### config.mk
export PLATFORM = sky130hd
export DESIGN_NAME = pci_req_sequencer_flat
export DESIGN_NICKNAME = d
export VERILOG_FILES = /design/src/rtl/pci_req_sequencer_pkg.sv /design/src/rtl/pci_req_sequencer_if.sv /design/src/rtl/pci_req_sequencer_cmd_fifo.sv /design/src/rtl/pci_req_sequencer.sv /design/src/flat_wrapper.sv
export SDC_FILE = /design/constraint.sdc
export NUM_CORES = 1
export LEC_CHECK = 0
export ABC_AREA = 1
export CORE_ASPECT_RATIO = 1.2
export CORE_MARGIN = 5
export CORE_UTILIZATION = 47
export CTS_CLUSTER_SIZE = 16
export DETAILED_ROUTE_END_ITERATION = 16
export GPL_ROUTABILITY_DRIVEN = 1
export GPL_TIMING_DRIVEN = 0
export PLACE_DENSITY = 0.63
export RECOVER_POWER = 100
export REMOVE_ABC_BUFFERS = 1
export SYNTH_ARGS = -nofsm -noshare
export SYNTH_HDL_FRONTEND = slang
export SYNTH_SLANG_ARGS = --single-unit
### constraint.sdc
create_clock -name clck -period 6.7 [get_ports clck]
set_input_delay 0.67 -clock clck [delete_from_list [all_inputs] [get_ports clck]]
set_output_delay 0.67 -clock clck [all_outputs]
set_load 0.02 [all_outputs]
### src/rtl/pci_req_sequencer_pkg.sv
// Shared types and default constants for the PCI request sequencer.
// Optional watchdog is enabled by defining PCI_SEQ_TIMEOUT_EN.
package pci_seq_pkg;

  localparam int NUM_DEV_DEF        = 3;
  localparam int ADDR_W_DEF         = 32;
  localparam int DATA_W_DEF         = 32;
  localparam int CNT_W_DEF          = 4;
  localparam int FIFO_DEPTH_DEF     = 8;
  localparam int REQ_LEAD_DEF       = 3;
  localparam int TIMEOUT_CYCLES_DEF = 64;

  // Index width for a device count; a single device still needs one bit.
  function automatic int dev_w(input int n);
    return (n > 1) ? $clog2(n) : 1;
  endfunction

  localparam int DEV_W_DEF = dev_w(NUM_DEV_DEF);

  typedef enum logic [2:0] {
    IDLE,
    REQ,
    ADDR,
    DATA,
    WAIT_DONE
  } seq_state_e;

  typedef struct packed {
    logic [DEV_W_DEF-1:0]  dev;
    logic [ADDR_W_DEF-1:0] addr;
    logic [CNT_W_DEF-1:0]  words;
    logic [CNT_W_DEF-1:0]  trans;
    logic [DATA_W_DEF-1:0] data;
  } cmd_t;

endpackage

### src/rtl/pci_req_sequencer_if.sv
// Command and bus-side signals of the PCI request sequencer.
// master = command source / bus model side, slave = the sequencer.
interface pci_req_sequencer_if
  import pci_seq_pkg::*;
#(
  parameter int NUM_DEV = NUM_DEV_DEF,
  parameter int ADDR_W  = ADDR_W_DEF,
  parameter int DATA_W  = DATA_W_DEF,
  parameter int CNT_W   = CNT_W_DEF
);
  localparam int DEV_W = dev_w(NUM_DEV);

  logic               cmd_valid;
  logic               cmd_ready;
  logic [DEV_W-1:0]   cmd_dev;
  logic [ADDR_W-1:0]  cmd_addr;
  logic [CNT_W-1:0]   cmd_words;
  logic [CNT_W-1:0]   cmd_trans;
  logic [DATA_W-1:0]  cmd_data;
  logic [NUM_DEV-1:0] force_request;
  logic [ADDR_W-1:0]  addr_to_contact;
  logic               addr_valid;
  logic [DATA_W-1:0]  wr_data;
  logic               data_valid;
  logic               data_ready;
  logic [NUM_DEV-1:0] txn_done;
  logic               busy;
  logic               err;

  modport master (
    output cmd_valid, cmd_dev, cmd_addr, cmd_words, cmd_trans, cmd_data,
           data_ready, txn_done,
    input  cmd_ready, force_request, addr_to_contact, addr_valid, wr_data,
           data_valid, busy, err
  );

  modport slave (
    input  cmd_valid, cmd_dev, cmd_addr, cmd_words, cmd_trans, cmd_data,
           data_ready, txn_done,
    output cmd_ready, force_request, addr_to_contact, addr_valid, wr_data,
           data_valid, busy, err
  );

endinterface

### src/rtl/pci_req_sequencer_cmd_fifo.sv
// Synchronous command FIFO; head entry is visible combinationally on o_dout.
// No push-on-pop bypass: a full FIFO refuses a push even while popping.
module pci_cmd_fifo
  import pci_seq_pkg::*;
#(
  parameter type T     = cmd_t,
  parameter int  DEPTH = FIFO_DEPTH_DEF
)(
  input  logic clck,
  input  logic rst,
  input  logic i_push,
  input  T     i_din,
  output logic o_full,
  input  logic i_pop,
  output T     o_dout,
  output logic o_empty
);
  localparam int AW = $clog2(DEPTH);

  T           r_mem [DEPTH];
  logic [AW:0] r_wr_ptr;
  logic [AW:0] r_rd_ptr;
  logic        w_do_push;
  logic        w_do_pop;

  // Extra pointer MSB distinguishes full from empty when the indices match.
  assign o_empty   = (r_wr_ptr == r_rd_ptr);
  assign o_full    = (r_wr_ptr[AW] != r_rd_ptr[AW]) &&
                     (r_wr_ptr[AW-1:0] == r_rd_ptr[AW-1:0]);
  assign o_dout    = r_mem[r_rd_ptr[AW-1:0]];
  assign w_do_push = i_push && !o_full;
  assign w_do_pop  = i_pop && !o_empty;

  always_ff @(posedge clck) begin
    if (rst) begin
      r_wr_ptr <= '0;
      r_rd_ptr <= '0;
    end else begin
      if (w_do_push) r_wr_ptr <= r_wr_ptr + (AW+1)'(1);
      if (w_do_pop)  r_rd_ptr <= r_rd_ptr + (AW+1)'(1);
    end
  end

  always_ff @(posedge clck) begin
    if (w_do_push) r_mem[r_wr_ptr[AW-1:0]] <= i_din;
  end

endmodule

### src/rtl/pci_req_sequencer.sv
// Command-FIFO driven bus request sequencer for the PCI bus model masters.
// Define PCI_SEQ_TIMEOUT_EN to add the no-progress watchdog in DATA/WAIT_DONE.
//
// state     | meaning
// IDLE      | pop next command, validate it
// REQ       | optional 1-cycle gap, then force_request for REQ_LEAD cycles
// ADDR      | one-cycle address phase
// DATA      | stream words until word count reaches zero
// WAIT_DONE | wait for txn_done of the selected master
module pci_req_sequencer
  import pci_seq_pkg::*;
#(
  parameter int NUM_DEV        = NUM_DEV_DEF,
  parameter int ADDR_W         = ADDR_W_DEF,
  parameter int DATA_W         = DATA_W_DEF,
  parameter int CNT_W          = CNT_W_DEF,
  parameter int FIFO_DEPTH     = FIFO_DEPTH_DEF,
  parameter int REQ_LEAD       = REQ_LEAD_DEF,
  parameter int TIMEOUT_CYCLES = TIMEOUT_CYCLES_DEF
)(
  input logic               clck,
  input logic               rst,
  pci_req_sequencer_if.slave bus
);
  localparam int                DEV_W     = dev_w(NUM_DEV);
  localparam int                LEAD_W    = (REQ_LEAD > 1) ? $clog2(REQ_LEAD) : 1;
  localparam logic [LEAD_W-1:0] LEAD_INIT = LEAD_W'(REQ_LEAD - 1);
  localparam logic [DEV_W:0]    DEV_LIM   = (DEV_W+1)'(NUM_DEV);
  localparam logic [CNT_W-1:0]  CNT_ONE   = CNT_W'(1);

  typedef struct packed {
    logic [DEV_W-1:0]  dev;
    logic [ADDR_W-1:0] addr;
    logic [CNT_W-1:0]  words;
    logic [CNT_W-1:0]  trans;
    logic [DATA_W-1:0] data;
  } seq_cmd_t;

  seq_state_e        r_state, w_state_nxt;
  seq_cmd_t          r_cmd, w_head, w_fifo_din;
  logic [CNT_W-1:0]  r_word_cnt, w_word_cnt_nxt;
  logic [CNT_W-1:0]  r_trans_cnt, w_trans_cnt_nxt;
  logic [LEAD_W-1:0] r_lead_cnt, w_lead_cnt_nxt;
  logic              r_gap, w_gap_nxt;
  logic              r_err, w_err_nxt;
  logic              w_full, w_empty, w_push, w_pop;
  logic              w_hs, w_done, w_timeout, w_req_on;

  assign w_fifo_din = {bus.cmd_dev, bus.cmd_addr, bus.cmd_words, bus.cmd_trans, bus.cmd_data};
  assign w_push     = bus.cmd_valid && !w_full;
  assign w_hs       = (r_state == DATA) && bus.data_ready;
  assign w_done     = (r_state == WAIT_DONE) && bus.txn_done[r_cmd.dev];

  pci_cmd_fifo #(.T(seq_cmd_t), .DEPTH(FIFO_DEPTH)) u_fifo (
    .clck    (clck),
    .rst     (rst),
    .i_push  (w_push),
    .i_din   (w_fifo_din),
    .o_full  (w_full),
    .i_pop   (w_pop),
    .o_dout  (w_head),
    .o_empty (w_empty)
  );

`ifdef PCI_SEQ_TIMEOUT_EN
  localparam int WD_W = (TIMEOUT_CYCLES > 2) ? $clog2(TIMEOUT_CYCLES) : 1;
  logic [WD_W-1:0] r_wdog;
  logic            w_wd_zone;

  assign w_wd_zone = (r_state == DATA) || (r_state == WAIT_DONE);

  always_ff @(posedge clck) begin
    if (rst || !w_wd_zone || w_hs || w_done) r_wdog <= WD_W'(TIMEOUT_CYCLES - 1);
    else if (r_wdog != '0)                   r_wdog <= r_wdog - WD_W'(1);
  end

  assign w_timeout = w_wd_zone && !w_hs && !w_done && (r_wdog == '0);
`else
  // Keeps the limit referenced when the watchdog is not built.
  assign w_timeout = 1'b0 && (TIMEOUT_CYCLES > 0);
`endif

  always_ff @(posedge clck) begin
    if (rst) begin
      r_state     <= IDLE;
      r_cmd       <= '0;
      r_word_cnt  <= '0;
      r_trans_cnt <= '0;
      r_lead_cnt  <= '0;
      r_gap       <= 1'b0;
      r_err       <= 1'b0;
    end else begin
      r_state     <= w_state_nxt;
      r_word_cnt  <= w_word_cnt_nxt;
      r_trans_cnt <= w_trans_cnt_nxt;
      r_lead_cnt  <= w_lead_cnt_nxt;
      r_gap       <= w_gap_nxt;
      r_err       <= w_err_nxt;
      if (w_pop) r_cmd <= w_head;
    end
  end

  always_comb begin
    w_state_nxt     = r_state;
    w_word_cnt_nxt  = r_word_cnt;
    w_trans_cnt_nxt = r_trans_cnt;
    w_lead_cnt_nxt  = r_lead_cnt;
    w_gap_nxt       = r_gap;
    w_err_nxt       = r_err;
    w_pop           = 1'b0;
    case (r_state)
      IDLE: begin
        if (!w_empty) begin
          w_pop = 1'b1;
          if ({1'b0, w_head.dev} >= DEV_LIM) begin
            w_err_nxt = 1'b1;
          end else if (w_head.trans != '0) begin
            w_state_nxt     = REQ;
            w_trans_cnt_nxt = w_head.trans;
            w_lead_cnt_nxt  = LEAD_INIT;
            w_gap_nxt       = 1'b0;
          end
        end
      end
      REQ: begin
        if (r_gap)                  w_gap_nxt      = 1'b0;
        else if (r_lead_cnt == '0)  w_state_nxt    = ADDR;
        else                        w_lead_cnt_nxt = r_lead_cnt - LEAD_W'(1);
      end
      ADDR: begin
        w_word_cnt_nxt = r_cmd.words;
        w_state_nxt    = (r_cmd.words == '0) ? WAIT_DONE : DATA;
      end
      DATA: begin
        if (w_hs) begin
          w_word_cnt_nxt = r_word_cnt - CNT_ONE;
          if (r_word_cnt == CNT_ONE) w_state_nxt = WAIT_DONE;
        end
      end
      WAIT_DONE: begin
        if (w_done) begin
          w_trans_cnt_nxt = r_trans_cnt - CNT_ONE;
          if (r_trans_cnt == CNT_ONE) begin
            w_state_nxt = IDLE;
          end else begin
            w_state_nxt    = REQ;
            w_gap_nxt      = 1'b1;
            w_lead_cnt_nxt = LEAD_INIT;
          end
        end
      end
      default: w_state_nxt = IDLE;
    endcase
    if (w_timeout) begin
      w_state_nxt = IDLE;
      w_err_nxt   = 1'b1;
    end
  end

  // Request is held from REQ through WAIT_DONE except the inter-transaction gap.
  assign w_req_on = (r_state != IDLE) && !((r_state == REQ) && r_gap);

  assign bus.force_request   = w_req_on ? ((NUM_DEV)'(1) << r_cmd.dev) : '0;
  assign bus.addr_valid      = (r_state == ADDR);
  assign bus.addr_to_contact = (r_state == ADDR) ? r_cmd.addr : '0;
  assign bus.data_valid      = (r_state == DATA);
  assign bus.wr_data         = (r_state == DATA) ? r_cmd.data : '0;
  assign bus.cmd_ready       = !w_full;
  assign bus.busy            = (r_state != IDLE) || !w_empty;
  assign bus.err             = r_err;

endmodule
### src/flat_wrapper.sv
// flat-port wrapper written by rule: the top's interface ports become plain ports
module pci_req_sequencer_flat import pci_seq_pkg::*;
#(
  parameter int NUM_DEV        = NUM_DEV_DEF,
  parameter int ADDR_W         = ADDR_W_DEF,
  parameter int DATA_W         = DATA_W_DEF,
  parameter int CNT_W          = CNT_W_DEF,
  parameter int FIFO_DEPTH     = FIFO_DEPTH_DEF,
  parameter int REQ_LEAD       = REQ_LEAD_DEF,
  parameter int TIMEOUT_CYCLES = TIMEOUT_CYCLES_DEF
)
  (clck, rst, bus_cmd_valid, bus_cmd_dev, bus_cmd_addr, bus_cmd_words, bus_cmd_trans, bus_cmd_data, bus_data_ready, bus_txn_done, bus_cmd_ready, bus_force_request, bus_addr_to_contact, bus_addr_valid, bus_wr_data, bus_data_valid, bus_busy, bus_err);
  pci_req_sequencer_if #(.NUM_DEV(NUM_DEV), .ADDR_W(ADDR_W), .DATA_W(DATA_W), .CNT_W(CNT_W)) bus_i ();
  input logic clck;
  input logic rst;
  input wire logic [$bits(bus_i.cmd_valid)-1:0] bus_cmd_valid;
  input wire logic [$bits(bus_i.cmd_dev)-1:0] bus_cmd_dev;
  input wire logic [$bits(bus_i.cmd_addr)-1:0] bus_cmd_addr;
  input wire logic [$bits(bus_i.cmd_words)-1:0] bus_cmd_words;
  input wire logic [$bits(bus_i.cmd_trans)-1:0] bus_cmd_trans;
  input wire logic [$bits(bus_i.cmd_data)-1:0] bus_cmd_data;
  input wire logic [$bits(bus_i.data_ready)-1:0] bus_data_ready;
  input wire logic [$bits(bus_i.txn_done)-1:0] bus_txn_done;
  output wire logic [$bits(bus_i.cmd_ready)-1:0] bus_cmd_ready;
  output wire logic [$bits(bus_i.force_request)-1:0] bus_force_request;
  output wire logic [$bits(bus_i.addr_to_contact)-1:0] bus_addr_to_contact;
  output wire logic [$bits(bus_i.addr_valid)-1:0] bus_addr_valid;
  output wire logic [$bits(bus_i.wr_data)-1:0] bus_wr_data;
  output wire logic [$bits(bus_i.data_valid)-1:0] bus_data_valid;
  output wire logic [$bits(bus_i.busy)-1:0] bus_busy;
  output wire logic [$bits(bus_i.err)-1:0] bus_err;
  assign bus_i.cmd_valid = bus_cmd_valid;
  assign bus_i.cmd_dev = bus_cmd_dev;
  assign bus_i.cmd_addr = bus_cmd_addr;
  assign bus_i.cmd_words = bus_cmd_words;
  assign bus_i.cmd_trans = bus_cmd_trans;
  assign bus_i.cmd_data = bus_cmd_data;
  assign bus_i.data_ready = bus_data_ready;
  assign bus_i.txn_done = bus_txn_done;
  assign bus_cmd_ready = bus_i.cmd_ready;
  assign bus_force_request = bus_i.force_request;
  assign bus_addr_to_contact = bus_i.addr_to_contact;
  assign bus_addr_valid = bus_i.addr_valid;
  assign bus_wr_data = bus_i.wr_data;
  assign bus_data_valid = bus_i.data_valid;
  assign bus_busy = bus_i.busy;
  assign bus_err = bus_i.err;
  pci_req_sequencer #(.NUM_DEV(NUM_DEV), .ADDR_W(ADDR_W), .DATA_W(DATA_W), .CNT_W(CNT_W), .FIFO_DEPTH(FIFO_DEPTH), .REQ_LEAD(REQ_LEAD), .TIMEOUT_CYCLES(TIMEOUT_CYCLES)) u_core (.clck(clck), .rst(rst), .bus(bus_i));
endmodule
==> out/metrics.cfg, run 1 <==
[global_route]
antenna_found_initial = 17
grt_overflow = 0
grt_pass1_vias = 17900
grt_max_degree = 219
grt_pass1_wl_um = 102000
grt_usage_pct = 20.7

[power_and_ir_drop]
total_power_mw = 12.2
power.leakage_nw = 11.2
peakVddDrop_v = 0.000288
pwr_density_cell_mw_per_mm2 = 383

[critical_path]
r2r_setup_slack_ns = 1.66
path_max_fanout = 24
end_kind = register
worstSetupStartpointType = register
r2r_end = u_core.u_fifo.r_mem[7][47]
arrival_ns = 5.20
crit_required_ns = 6.87
worst-r2r-cell-count = 9
critPathKind = reg -> reg
r2r-start = u_core.u_fifo.r_wr_ptr[0]

[cells_and_area]
layout-drive-gt1-share_pct = 5.70
final_area_mm2 = 0.0318
fin_util_pct = 54.7
syn2layout_area_growth_pct = 15.9
fillers = 4800
stdcell_count = 3283
layout.nets = 2563

[yosys]
ys_ff_latch = 688
syn_inst = 2359
synth_top_area_share_pct = 64.8
synthesis.area_mm2 = 0.0275
yosys.cell_count.top_type = edfxtp_1
yosysTopAreaCell = edfxtp_1
yosys-top-cells-area = edfxtp_1, dfxtp_1, o21ai_0
syn-mean-instance-area_um2 = 11.6
synth_flop_cell = edfxtp_1
synth.distinct_cells = 42
synth-edff-count = 592
yosysSeqAreaShare_pct = 71.8
yosysWarnings = 0
synth_common_cells = edfxtp_1, nor2_1, nand2_1, o21ai_0, inv_1
async_reset_ff_share_pct = 0

[route]
first_pass_iters = 5
vias = 18100
drtIter0Drc = 1609
vias_per_cell = 5.52
route.detailed.drc = 0
routedWlPerCell_um = 20.4
antenna_left = 0
drt-total-wl_um = 66900

[sta]
slew_violations = 512
timing.slew.headroom_pct = -146
min_period_ns = 5.04
rsz0062_at_grt = false
fin_ws_ns = 1.66
timing.fmax_ghz = 0.199
setup_viol = 0
finalSetupTns_ns = 0
hold_ws_ns = 0.450
min_period_over_period_pct = 75.2
fin_skew_ns = 0.0165
tightest_slew_ns = 3.68
hold_viol_final = 0

[min_path]
worstHoldPathType = reg -> reg
hold-path-endpoint = u_core.bus.err
hold_depth = 2
hp-start = u_core.bus.err

[clocking]
cts_tree = done
clkLatencyLatePin_ns = 0.59
cts_buffers = 67
cts.sinks = 688
cts_buffer_depth = 3
h-tree-depth = 3
cts_resized = 0
clkTransAtPathRegs_ns = 0.06
root_buffer = clkbuf_16
cts-hold-fix-buffers = 0
postCtsSetupRepairBufs = 0

[placement]
pre_cts_slack_ns = 3.04
place_inst = 3148
place.gp.congestion = 0.767
hpwlAfterDp_um = 37300
postPlaceCellArea_mm2 = 0.0302
port_buffers = 152

[floorplanning]
die-area_mm2 = 0.0634
initial_core_util_pct = 47.2
std_cell_rows = 97
die_h_um = 275
io_pins = 153
chipWidth_um = 231
core_mm2 = 0.0581

[flow_run]
maxCapViolCount = 22

[run_status]
violations = capacitance limit, slew limit
outcome = finished, violations left

## placed cells by master, fill, tap and decap left out, drive strengths merged, types with 2 or more instances in the layout
| cell type | count |
|---|---|
| edfxtp | 592 |
| clkbuf | 130 |
| dlygate4sd3 | 144 |
| nor3 | 4 |
| dfxtp | 96 |
| o211ai | 2 |
| buf | 16 |
| ha | 7 |
| bufinv | 4 |
| nor2 | 386 |
| clkinv | 11 |
| a31oi | 71 |
| nand2 | 328 |
| clkinvlp | 2 |
| a21oi | 81 |
| diode | 13 |
| nand4 | 8 |
| o22ai | 69 |
| xor2 | 5 |
| a211oi | 2 |
| inv | 157 |
| o21ai | 353 |
| nand3 | 45 |
| clkdlybuf4s50 | 8 |
## routing by layer
layer / vias up / share of wire (%) / track usage (%)
met3: 115 / 6.4 / 3.80
met5: - / 0.073 / 0
met1: 8947 / 43 / 27.6
met4: 8 / 2.3 / 7.12
li1: 8530 / - / -
met2: 536 / 48 / 34.5
## sequential cells by signal, summed over array words and instances (netlist names), named ones only
register and flops:
u_core.r_state 3, u_core.u_fifo.r_wr_ptr 4, u_core.bus.err 1, u_core.r_trans_cnt 4, u_core.r_word_cnt 4, u_core.r_gap 1, u_core.u_fifo.r_rd_ptr 4, u_core.r_lead_cnt 2
u_core.u_fifo.r_mem 592, u_core.r_cmd 70
## layout make-up
cell class	count	area, µm²	area share (%)
sequential	688	19700	62.0
tap	742	928	2.92
timing repair buffer	192	2000	6.28
clock buffer	106	1990	6.25
multi-input combinational	1368	6370	20.0
clock inverter	16	174	0.547
antenna	13	32.5	0.102
inverter	158	613	1.93
## how the worst max path moves through the flow
stage	startpoint	to	slack, ns	cells after the start
final	u_core.u_fifo.r_wr_ptr[0]	u_core.u_fifo.r_mem[7][47]	1.66	9
after global routing	u_core.u_fifo.r_wr_ptr[0]	u_core.u_fifo.r_mem[7][69]	1.33	9
after CTS	u_core.r_state[2]	bus_addr_to_contact[8]	2.97	7
after detailed placement	register	u_core.r_lead_cnt[1]	3.04	16
after global placement	register	u_core.r_trans_cnt[0]	-8.60	12
after floorplan	register	u_core.r_lead_cnt[0]	-1.37	13
## logic make-up (layout without fill, tap and decap cells)
group | Yosys count | count (layout) | share of synthesized area (%)
AO/OA/AOI/OAI | 583 | 583 | 11.4
XOR/XNOR | 6 | 6 | 0.191
adder cells (fa/ha/maj) | 7 | 7 | 0.319
buffers and inverters | 303 | 472 | 4.87
flip-flops | 688 | 688 | 71.8
other | 0 | 13 | 0
AND/OR/NAND/NOR | 772 | 772 | 11.5
## critical path, cell delays in order (launching register included)
cell and delay [ns]:
dfxtp_1 0.43, xor2_1 0.18, nor2_1 0.08, nand3_1 0.09, nand2_1 0.14, inv_1 0.14
nand2_1 0.13, nor2_1 1.02, clkbuf_1 1.01, clkbuf_1 1.39
## power breakdown
| part | internal (mW) | total (mW) | switching [mW] |
|---|---|---|---|
| registers | 4.98 | 5.27 | 0.287 |
| clock network | 2.19 | 3.69 | 1.50 |
| logic | 1.07 | 3.23 | 2.16 |
Note: power is estimated with default switching activity, not from simulation.
==> inputs of run 2 (changes only) <==
==> constraint.sdc (replaced) <==
create_clock -name clck -period 4.8 [get_ports clck]
set_input_delay 0.48 -clock clck [delete_from_list [all_inputs] [get_ports clck]]
set_output_delay 0.48 -clock clck [all_outputs]
set_load 0.02 [all_outputs]
==> run 2 against run 1 <==
Net effect: the flow still finishes with violations (capacitance limit, slew limit); clock power rose by 40%; core utilization rose by 0.40 points; critical path depth fell by 1; maximum frequency rose by 22%; clock skew rose by 0.0030 ns; sequential share of layout area fell by 0.45 points.
==> out/metrics.cfg, run 2 (synthesized netlist as in run 1, its figures left out) <==
[run_status]
outcome = finished, violations left
violations = capacitance limit, slew limit

[power_and_ir_drop]
internal-power_mw = 11.5
peakVddDrop_v = 0.000401
pwr_density_cell_mw_per_mm2 = 531
power.leakage_nw = 11.3
p_sw_mw = 5.52
comb_power_share_pct = 26.5
total_power_mw = 17.0
seqPwrFrac_pct = 43.2
p_clk_share_pct = 30.3
p_sw_share_pct = 32.4

[critical_path]
path_max_fanout = 23
end_kind = register
crit_required_ns = 5.00
critPathKind = reg -> reg
r2r_end = u_core.u_fifo.r_mem[1][0]
worstSetupStartpointType = register
worst-r2r-cell-count = 8
r2r-start = u_core.u_fifo.r_wr_ptr[0]
arrival_ns = 4.32
r2r_setup_slack_ns = 0.68

[floorplanning]
std_cell_rows = 97
initial_core_util_pct = 47.2
die-area_mm2 = 0.0634
die_h_um = 275
io_pins = 153
core_mm2 = 0.0581
chipWidth_um = 231

[route]
routedWlPerCell_um = 20.4
first_pass_iters = 5
vias = 18200
antenna_left = 0
drtIter0Drc = 1532
route.detailed.drc = 0
vias_per_cell = 5.55
drt-total-wl_um = 66900

[clocking]
cts.sinks = 688
cts_resized = 0
cts_buffers = 67
cts_tree = done
cts_buffer_depth = 3
clkLatencyLatePin_ns = 0.59
clkTransAtPathRegs_ns = 0.06
h-tree-depth = 3
cts-hold-fix-buffers = 0
root_buffer = clkbuf_16
postCtsSetupRepairBufs = 0

[placement]
pre_cts_slack_ns = 1.14
port_buffers = 152
hpwlAfterDp_um = 37300
postPlaceCellArea_mm2 = 0.0302
place_inst = 3148
place.gp.congestion = 0.767

[sta]
tightest_slew_ns = 2.48
fin_ws_ns = 0.681
setup_viol = 0
min_period_over_period_pct = 85.8
timing.fmax_ghz = 0.243
finalSetupTns_ns = 0
rsz0062_at_grt = false
fin_skew_ns = 0.0195
hold_ws_ns = 0.450
timing.slew.headroom_pct = -65.7
hold_viol_final = 0
slew_violations = 229
min_period_ns = 4.12

[global_route]
grt_overflow = 0
grt_usage_pct = 20.7
antenna_found_initial = 17
grt_pass1_wl_um = 102000
grt_max_degree = 219
grt_pass1_vias = 17900

[cells_and_area]
final_common_cell = edfxtp_1
final_area_mm2 = 0.0320
layout-drive-gt1-share_pct = 6.41
largest_reg_flops = 592
layout.nets = 2563
fillers = 4757
final_cell_mix = edfxtp_1, nor2_1, nand2_1
fin_util_pct = 55.1
stdcell_count = 3281
syn2layout_area_growth_pct = 16.7

[min_path]
hp-start = u_core.bus.err
hold-path-endpoint = u_core.bus.err
hold_depth = 2
worstHoldPathType = reg -> reg

[flow_run]
maxCapViolCount = 10

## run 2: changes by cell type in the layout (fill, tap and decap cells not counted), moves of 2 or more
cell | before | now
clkbuf_1 | 51 | 32
clkbuf_2 | 0 | 8
buf_16 | 9 | 15
buf_12 | 7 | 12
diode_2 | 13 | 11
inv_2 | 7 | 5
## run 2: how the worst max path moves through the flow
stage                                             to  cells after the start                      start  slack (ns)
after floorplan                 u_core.r_lead_cnt[0]                     13                   register       -3.27
after detailed placement        u_core.r_lead_cnt[1]                     16                   register        1.14
final                      u_core.u_fifo.r_mem[1][0]                      8  u_core.u_fifo.r_wr_ptr[0]        0.68
after CTS                      u_core.r_trans_cnt[0]                     15                   register        1.12
after global routing      u_core.u_fifo.r_mem[2][21]                      7  u_core.u_fifo.r_wr_ptr[0]        0.38
after global placement         u_core.r_trans_cnt[0]                     12                   register      -10.50
## run 2: layout make-up
cell class	count	area (µm²)	share of cell area (%)
inverters	158	617	1.92
diodes	11	27.5	0.0859
well taps	742	928	2.90
multi-input cells	1368	6370	19.9
clock inverters	16	174	0.543
clock buffers	106	1990	6.20
flip-flops and latches	688	19700	61.5
repair buffers	192	2230	6.97
## run 2: power groups by stage
stage | Sequential, mW | Clock (mW) | Combinational (mW)
final | 7.36 | 5.16 | 4.52
after global routing | 7.42 | 5.49 | 5.08
after CTS | 7.36 | 5.26 | 4.64
after detailed placement | 7.48 | 0 | 4.62
after global placement | 7.79 | 0 | 3.84
after floorplan | 7.55 | 0 | 2.98
## run 2: critical path: stages, from the launching register on
cell and delay [ns]:
dfxtp_1 0.42, xor2_1 0.17, nor2_1 0.08, nand3_1 0.09, nand2_1 0.13, inv_1 0.13, nand2_1 0.13, nor2_1 1.65
clkbuf_2 0.91
## run 2: per-layer routing
layer	GRT usage (%)	wire length [µm]
met3	3.80	4180
met1	27.6	29000
met2	34.5	32100
met4	7.12	1600
met5	0	49
==> inputs of run 3 (changes only) <==
--- a/config.mk
+++ b/config.mk
@@ -16,6 +16,8 @@
 export PLACE_DENSITY = 0.63
 export RECOVER_POWER = 100
 export REMOVE_ABC_BUFFERS = 1
+export SETUP_SLACK_MARGIN = 0.2
+export SKIP_LAST_GASP = 1
 export SYNTH_ARGS = -nofsm -noshare
 export SYNTH_HDL_FRONTEND = slang
 export SYNTH_SLANG_ARGS = --single-unit
==> results of run 3 <==
No change in the layout: final DEF, timing and power equal those of run 2.
